**src/rtl/i2s_frame_uart_tx.sv**
```systemverilog
// I2S stereo word to UART 8N1 framer: sync byte + 8 data bytes per captured word.
// Ports: MCLK/RST (sync, active-high), data_trans/data_valid in, TXD/tx_busy/frame_drop out.
module i2s_frame_uart_tx #(
   parameter int         CLK_DIV   = 107,
   parameter logic [7:0] SYNC_BYTE = 8'hA5,
   parameter int         FIFO_AW   = 2,
   parameter int         DECIM     = 1
) (
   input  logic        MCLK,
   input  logic        RST,
   input  logic [63:0] data_trans,
   input  logic        data_valid,
   output logic        TXD,
   output logic        tx_busy,
   output logic [7:0]  frame_drop
);

   typedef enum logic [2:0] {
      S_IDLE,
      S_LOAD,
      S_START,
      S_DATA,
      S_STOP
   } state_t;

   localparam logic [15:0] BIT_LAST = 16'(CLK_DIV - 1);
   localparam logic [7:0]  DEC_LAST = 8'(DECIM - 1);

   state_t              r_state;
   logic                r_v1, r_v2, r_v3;
   logic [7:0]          r_dec;
   logic [63:0]         r_mem [2**FIFO_AW];
   logic [FIFO_AW:0]    r_wp, r_rp;
   logic [63:0]         r_shadow;
   logic [7:0]          r_sh;
   logic [3:0]          r_idx;
   logic [2:0]          r_bit;
   logic [15:0]         r_cnt;
   logic                r_txd;
   logic                r_busy;
   logic [7:0]          r_drop;

   logic w_cap, w_offer, w_empty, w_full, w_pop, w_push, w_last;

   // Capture on the falling edge of the synchronized strobe; data is settled by then.
   assign w_cap   = r_v3 & ~r_v2;
   assign w_offer = w_cap & (r_dec == 8'd0);
   assign w_empty = (r_wp == r_rp);
   assign w_full  = (r_wp[FIFO_AW] != r_rp[FIFO_AW]) &&
                    (r_wp[FIFO_AW-1:0] == r_rp[FIFO_AW-1:0]);
   assign w_pop   = (r_state == S_LOAD);
   // A pop in the same cycle frees a slot, so a full FIFO still accepts.
   assign w_push  = w_offer & (~w_full | w_pop);
   assign w_last  = (r_cnt == BIT_LAST);

   assign TXD        = r_txd;
   assign tx_busy    = r_busy;
   assign frame_drop = r_drop;

   always_ff @(posedge MCLK) begin
      if (RST) begin
         r_v1  <= 1'b0;
         r_v2  <= 1'b0;
         r_v3  <= 1'b0;
         r_dec <= 8'd0;
      end else begin
         r_v1 <= data_valid;
         r_v2 <= r_v1;
         r_v3 <= r_v2;
         if (w_cap)
            r_dec <= (r_dec == DEC_LAST) ? 8'd0 : r_dec + 8'd1;
      end
   end

   always_ff @(posedge MCLK) begin
      if (w_push)
         r_mem[r_wp[FIFO_AW-1:0]] <= data_trans;
   end

   always_ff @(posedge MCLK) begin
      if (RST) begin
         r_wp   <= '0;
         r_drop <= 8'd0;
      end else begin
         if (w_push)
            r_wp <= r_wp + 1'b1;
         if (w_offer && w_full && !w_pop && r_drop != 8'hFF)
            r_drop <= r_drop + 8'd1;
      end
   end

   always_ff @(posedge MCLK) begin
      if (RST) begin
         r_state  <= S_IDLE;
         r_rp     <= '0;
         r_shadow <= 64'd0;
         r_sh     <= 8'd0;
         r_idx    <= 4'd0;
         r_bit    <= 3'd0;
         r_cnt    <= 16'd0;
         r_txd    <= 1'b1;
         r_busy   <= 1'b0;
      end else begin
         r_busy <= (r_state != S_IDLE) | ~w_empty;
         case (r_state)
            S_IDLE: begin
               r_txd <= 1'b1;
               if (!w_empty)
                  r_state <= S_LOAD;
            end
            S_LOAD: begin
               r_shadow <= r_mem[r_rp[FIFO_AW-1:0]];
               r_rp     <= r_rp + 1'b1;
               r_sh     <= SYNC_BYTE;
               r_idx    <= 4'd0;
               r_bit    <= 3'd0;
               r_cnt    <= 16'd0;
               r_txd    <= 1'b0;
               r_state  <= S_START;
            end
            S_START: begin
               if (w_last) begin
                  r_cnt   <= 16'd0;
                  r_bit   <= 3'd0;
                  r_txd   <= r_sh[0];
                  r_sh    <= {1'b0, r_sh[7:1]};
                  r_state <= S_DATA;
               end else begin
                  r_cnt <= r_cnt + 16'd1;
               end
            end
            S_DATA: begin
               if (w_last) begin
                  r_cnt <= 16'd0;
                  if (r_bit == 3'd7) begin
                     r_txd   <= 1'b1;
                     r_state <= S_STOP;
                  end else begin
                     r_bit <= r_bit + 3'd1;
                     r_txd <= r_sh[0];
                     r_sh  <= {1'b0, r_sh[7:1]};
                  end
               end else begin
                  r_cnt <= r_cnt + 16'd1;
               end
            end
            S_STOP: begin
               if (w_last) begin
                  r_cnt <= 16'd0;
                  if (r_idx == 4'd8) begin
                     r_state <= S_IDLE;
                  end else begin
                     // Next data byte comes off the top of the shadow word.
                     r_idx    <= r_idx + 4'd1;
                     r_sh     <= r_shadow[63:56];
                     r_shadow <= {r_shadow[55:0], 8'd0};
                     r_txd    <= 1'b0;
                     r_state  <= S_START;
                  end
               end else begin
                  r_cnt <= r_cnt + 16'd1;
               end
            end
            default: begin
               r_txd   <= 1'b1;
               r_state <= S_IDLE;
            end
         endcase
      end
   end

endmodule

```
**config.mk**
```make
export PLATFORM = sky130hd
export DESIGN_NAME = i2s_frame_uart_tx
export DESIGN_NICKNAME = d
export VERILOG_FILES = /design/src/rtl/i2s_frame_uart_tx.sv
export SDC_FILE = /design/constraint.sdc
export NUM_CORES = 1
export LEC_CHECK = 0
export CAP_MARGIN = 20
export CORE_MARGIN = 4
export CORE_UTILIZATION = 35
export CTS_CLUSTER_DIAMETER = 120
export DETAILED_ROUTE_END_ITERATION = 8
export PLACE_DENSITY = 0.54
export SYNTH_ARGS = -nofsm -noshare
export SYNTH_HDL_FRONTEND = slang
export SYNTH_SLANG_ARGS = --single-unit
```
**constraint.sdc**
```tcl
create_clock -name MCLK -period 4.7 [get_ports MCLK]
set_clock_uncertainty 0.15 [all_clocks]
set_input_delay 0.705 -clock MCLK [delete_from_list [all_inputs] [get_ports MCLK]]
set_output_delay 0.705 -clock MCLK [all_outputs]
set_load 0.01 [all_outputs]
```
==> results of run 1 <==
==> cell type report <==
type,instances,area (um2),share of cell area (%)
multi-input combinational,629,4710,26.1
tap,585,732,4.06
clock buffer,54,1140,6.31
sequential,383,10200,56.7
timing repair buffer,89,918,5.09
clock inverter,24,240,1.33
inverter,17,63.8,0.354
==> worst min path at each step <==
stage / to / slack (ns) / depth (start not counted)
floorplan: r_v2 / 0.26 / 1
global placement: r_bit[2] / 0.29 / 2
detailed placement: r_bit[2] / 0.30 / 2
CTS: r_bit[2] / 0.31 / 2
global route: r_v2 / 0.35 / 1
finish: r_bit[2] / 0.31 / 2
==> power by group through the flow <==
stage	sequential [mW]	clock (mW)	combinational [mW]
after floorplan	3.94	0	1.09
after detailed placement	4.08	0	1.29
after global placement	4.08	0	1.28
after CTS	4.01	3.33	1.30
final	4.00	3.22	1.27
after global routing	4.04	3.48	1.40
==> per-stage QoR <==
stage               util, %  setup slack (ns)  power (mW)
finish                 41.8              1.82        8.49
global route           41.8              1.55        8.93
CTS                    41.8              1.77        8.64
detailed placement     38.6              1.78        5.38
global placement       38.6              1.80        5.36
floorplan                 -              1.22        5.03
==> cells in the mapped netlist (3+ instances only) <==
| cell type | n | area, um2 |
|---|---|---|
| buf_1 | 9 | 33.8 |
| mux4_2 | 64 | 1440 |
| nor3_1 | 13 | 65.1 |
| o21ai_0 | 3 | 15.0 |
| edfxtp_1 | 256 | 7690 |
| inv_1 | 17 | 63.8 |
| nand3b_1 | 3 | 22.5 |
| a211oi_2 | 3 | 37.5 |
| clkbuf_1 | 32 | 120 |
| nand2_1 | 198 | 743 |
| nand3_1 | 26 | 130 |
| ha_1 | 14 | 175 |
| buf_2 | 18 | 90.1 |
| xor2_1 | 12 | 105 |
| a21oi_1 | 21 | 105 |
| nor4_1 | 4 | 25.0 |
| mux2i_1 | 60 | 601 |
| nor2b_1 | 9 | 56.3 |
| and3_1 | 5 | 31.3 |
| dfxtp_1 | 127 | 2540 |
| xnor2_1 | 20 | 175 |
| nand4_1 | 5 | 31.3 |
| buf_6 | 5 | 56.3 |
| and2_1 | 5 | 31.3 |
| or3_1 | 5 | 31.3 |
| nor2_1 | 111 | 417 |
| a22oi_1 | 8 | 60.1 |
==> worst max-delay path, delay by kind of cell, from the launching register on <==
family	cells	cell delay [ns]
buffers and inverters	2	0.62
flip-flops	1	0.52
AND/OR/NAND/NOR	4	1.21
==> layer usage <==
layer,track usage (%),vias up
met5,0,-
met4,3.94,2
met3,2.58,48
met2,21.7,142
met1,17.4,4167
li1,-,4110
==> flip-flops by register name, indices dropped and copies added, names as in the netlist, 4 cells and up, named ones only <==
signal      flops
r_shadow       64
r_mem         256
frame_drop      8
r_cnt          16
r_sh            8
r_dec           8
r_idx           4
==> kinds of logic after synthesis <==
group | after synthesis
mux | 125
compound gates | 52
buf+inv | 81
flops | 383
xor+xnor | 32
fa+ha+maj | 14
simple gates | 406
==> out/qor.yml, run 1 <==
yosys:
  ys_async_sr_fraction_pct: 0
  ys_warn_count: 0
  netlist_area_um2: 15300
  synthMuxAreaShare_pct: 13.5
  synth_compound_area_share_pct: 2.40
  yosys.area_share.simple_pct: 11.9
  syn_area_per_cell_um2: 14.0
  synth_edf_count: 256
  synth_seq_cells: 383
  syn_inst: 1093
  synth-adder-area-share_pct: 1.15
  synth_top_flop_cell: "edfxtp_1"
  synth_top_family_by_area: "multiplexers"
  yosysUniqueCellTypes: 60
  synth-xor-area-share_pct: 1.83
  syn_nets: 1174
  ys_seq_area_share_pct: 66.9
sta:
  fmax_ghz: 0.347
  slew_headroom_pct: 36.3
  drv_slew: 0
  rsz0062_at_grt: "false"
  tns_ns: 0
  setup_viol: 0
  hold_viol_final: 0
  period_needed_ns: 2.88
  period_share_pct: 61.3
  hold_slack_ns: 0.310
  tightest_slew_ns: 0.954
route:
  ant_nets: 0
  wl_per_cell_um: 17.2
  wl_met2_mm: 15.0
  vias: 8469
  wirelength_mm: 30.6
  first_pass_iters: 5
  vias_per_cell: 4.76
  drc: 0
  routed.top_layer: "met5"
  dr_wl_met3_mm: 1.17
  drtIter0Drc: 486
  wl_met1_mm: 13.8
floorplanning:
  start_util_pct: 35.4
  chipWidth_um: 217
  boundaryPins: 77
  core-area_um2: 43200
  dieArea_um2: 47100
  die_h_um: 217
  num_rows: 76
power_and_ir_drop:
  power.switching_mw: 2.15
  pwr-share-seq_pct: 47.2
  clock_power_share_pct: 37.9
  p_int_mw: 6.35
  p_sw_share_pct: 25.3
  leakage_nw: 6.36
  cellPowerDensity_nw_per_um2: 471
  comb_power_share_pct: 14.9
  vdd_drop_max_mv: 0.220
worst_hold_path:
  min_from: "r_bit[2]"
  holdCritPathClass: "reg2reg"
clocking:
  cts_root_buf: "clkbuf_16"
  ctsResizeCount: 0
  cts_buffers: 42
  h-tree-depth: 2
  cts_buffer_depth: 3
  clock_sinks: 383
  clock_latency_ns: 0.57
  clk_pin_slew_ns: 0.05
  cts_tree: "yes"
  cts_setup_buffers: 0
  holdBufCountCts: 0
cells_and_area:
  n_fill_cell: 4052
  drive_above_1_share_pct: 13.5
  instances_no_fill: 1781
  syn_to_final_growth_pct: 18.0
  diodes: 0
  fin_area_um2: 18000
  final_common_cell: "edfxtp_1"
  fin_nets: 1243
  final_cell_mix: "edfxtp_1, nand2_1, dfxtp_1, nor2_1, clkdlybuf4s50_1"
flow_run:
  drv_cap: 0
critical_path:
  r2r_cells: 6
  crit_start: "r_state[0]"
  cp_cell_sequence: "nor3b_2, buf_4, or4_4, nor2b_1, and2_2, buf_12"
  cp-endpoint: "r_mem[3][62]"
  crit_slowest_cell: "dfxtp_1"
  rr_startpoint: "r_state[0]"
  required_ns: 4.73
  worst_setup_path_start_kind: "flop"
  cp-end-kind: "flop"
  max_stage_delay_ns: 0.52
  r2r_slack_ns: 1.82
  r2r_end: "r_mem[3][62]"
  path_class: "reg2reg"
  cp_max_fo: 65
  cp.arrival_ns: 2.91
place:
  port_buffers: 76
  dpl.hpwl_mm: 18.1
  place_inst: 1703
  dpl_cell_area_um2: 16700
  place.gp.congestion: 0.728
status:
  status: "finished clean"
grt:
  grt_pass1_vias: 8659
  grt_start_max_net_pins: 78
  grt_pass1_wl_mm: 48.8
  grt_overflow: 0
  antenna_found_initial: 1
  track_usage_pct: 13.0
No activity file was read; power rests on OpenSTA's default activity.
==> run 2: changes to the inputs <==
clock period = 3 ns   (was 4.7 ns; I/O delays follow)
==> run 2 against run 1 <==
Net effect:
- clock power rose by 75%
- sequential power rose by 55%
- hold slack got worse by 0.12 ns
- combinational power rose by 69%
- first-iteration DRC count fell by 13%
- critical path depth did not move
- count of clock-buffer cells in the layout fell by 2
- critical endpoint is now r_mem[3][16]
==> out/qor.yml, run 2 (synthesized netlist as in run 1, its figures left out) <==
floorplanning:
  start_util_pct: 35.4  # unchanged
  dieArea_um2: 47100  # unchanged
  chipWidth_um: 217  # unchanged
  boundaryPins: 77  # unchanged
  die_h_um: 217  # unchanged
  num_rows: 76  # unchanged
  core-area_um2: 43200  # unchanged
grt:
  grt_start_max_net_pins: 59  # -24%
  use_met2_pct: 22.4  # +0.66 points
  track_usage_pct: 13.4  # +0.35 points
  antenna_found_initial: 0  # -1
  grt_use_met3_pct: 2.43  # -0.15 points
  grt_overflow: 0  # unchanged
  grt_pass1_wl_mm: 49.8  # +2.2%
  busiest_layer: "met2"
  grtUsageMet1_pct: 17.7  # +0.34 points
  grt_pass1_vias: 8747  # +1.0%
clocking:
  clock_latency_ns: 0.56  # about the same
  holdBufCountCts: 0  # unchanged
  clk_pin_slew_ns: 0.06  # about the same
  cts_buffers: 43  # +2.4%
  cts_root_buf: "clkbuf_16"
  ctsResizeCount: 0  # unchanged
  cts_tree: "yes"
  clock_sinks: 383  # unchanged
  cts_buffer_depth: 3  # unchanged
  h-tree-depth: 2  # unchanged
  cts_setup_buffers: 0  # unchanged
sta:
  period_needed_ns: 2.56  # -0.325 ns
  period_share_pct: 85.2  # +24 points
  tightest_slew_ns: 0.808  # -0.146 ns
  tns_ns: 0  # unchanged
  setup_viol: 0  # unchanged
  rsz0062_at_grt: "false"
  fmax_ghz: 0.391  # +13%
  hold_viol_final: 0  # unchanged
  drv_slew: 0  # unchanged
  worst_slack_ns: 0.443  # -1.38 ns
  slew_headroom_pct: 45.7  # +9.5 points
cells_and_area:
  syn_to_final_growth_pct: 20.5
  fin_nets: 1259  # +1.3%
  final_common_cell: "edfxtp_1"
  diodes: 0  # unchanged
  largest_reg_flops: 256  # unchanged
  drive_above_1_share_pct: 15.3  # +1.7 points
  final_cell_mix: "edfxtp_1, nand2_1, dfxtp_1, nor2_1, clkdlybuf4s50_1"
place:
  pre_cts_slack_ns: 0.467  # -1.32 ns
  dpl.hpwl_mm: 19.4  # +7.3%
  port_buffers: 76  # unchanged
  place.gp.congestion: 0.738  # +1.4%
route:
  drtIter0Drc: 422  # -13%
  wl_per_cell_um: 17.4  # +1.4%
  vias_per_cell: 4.79  # +0.74%
  vias: 8608  # +1.6%
  drc: 0  # unchanged
  wirelength_mm: 31.3  # +2.3%
  ant_nets: 0  # unchanged
  first_pass_iters: 4  # -1
critical_path:
  critPathBufInv: 2  # unchanged
  crit_slowest_cell: "dfxtp_1"
  worst_setup_path_start_kind: "flop"
  required_ns: 3.14  # -1.59 ns
  critPathTopFamily: "simple AND/OR/NAND/NOR gates"
  cp.arrival_ns: 2.70  # -0.21 ns
  cp-end-kind: "flop"
  cp_cell_sequence: "nor3b_2, or4_4, nor2b_1, buf_4, and2_2, buf_12"
  r2r_slack_ns: 0.44  # -1.38 ns
  max_stage_delay_ns: 0.61  # +0.09 ns
  cp_max_fo: 30  # -54%
  path_class: "reg2reg"
status:
  status: "finished clean"
flow_run:
  drv_cap: 0  # unchanged
power_and_ir_drop:
  cellPowerDensity_nw_per_um2: 760  # +62%
  leakage_nw: 6.56  # +3.1%
  vdd_drop_max_mv: 0.476  # +120%
worst_hold_path:
  holdCritPathClass: "in2reg"
## run 2: routing by layer
layer | vias to the layer above | part of all wire, % | wire (um)
li1 | 4146 | - | -
met1 | 4278 | 45 | 14000
met2 | 132 | 49 | 15300
met3 | 52 | 3.8 | 1190
met4 | 0 | 2.5 | 795
met5 | - | 0 | 0
## run 2: metrics by stage
step	area, um2	util [%]	total power, mW	instances	hold slack (ns)
after floorplan	15300	-	7.87	1093	0.264
after global placement	16900	39.1	8.48	1718	0.289
after detailed placement	16900	39.1	8.51	1718	0.295
after CTS	18400	42.7	14.3	1797	0.161
after global routing	18400	42.7	14.7	1797	0.189
final	18400	42.7	14.0	1797	0.185
## run 2: path summary, 6_finish.rpt
| path | to | start | cells after the start |
|---|---|---|---|
| worst min register to register | r_v2 | r_v1 | 1 |
| worst min-delay path | frame_drop[2] | RST | 2 |
| worst max register to register | r_mem[3][16] | r_state[1] | 6 |
| worst max-delay path | r_mem[3][16] | r_state[1] | 6 |
## run 2: layout make-up
cell class	count	area, um2
Clock buffer	52	1130
Clock inverter	27	414
Fill cell	3973	24800
Inverter	17	63.8
Multi-Input combinational cell	629	4710
Sequential cell	383	10200
Tap cell	585	732
Timing Repair Buffer	104	1130
## run 2: power by group
group	switching [mW]	internal, mW
logic	1.04	1.11
registers	0.264	5.94
clock network	2.09	3.56
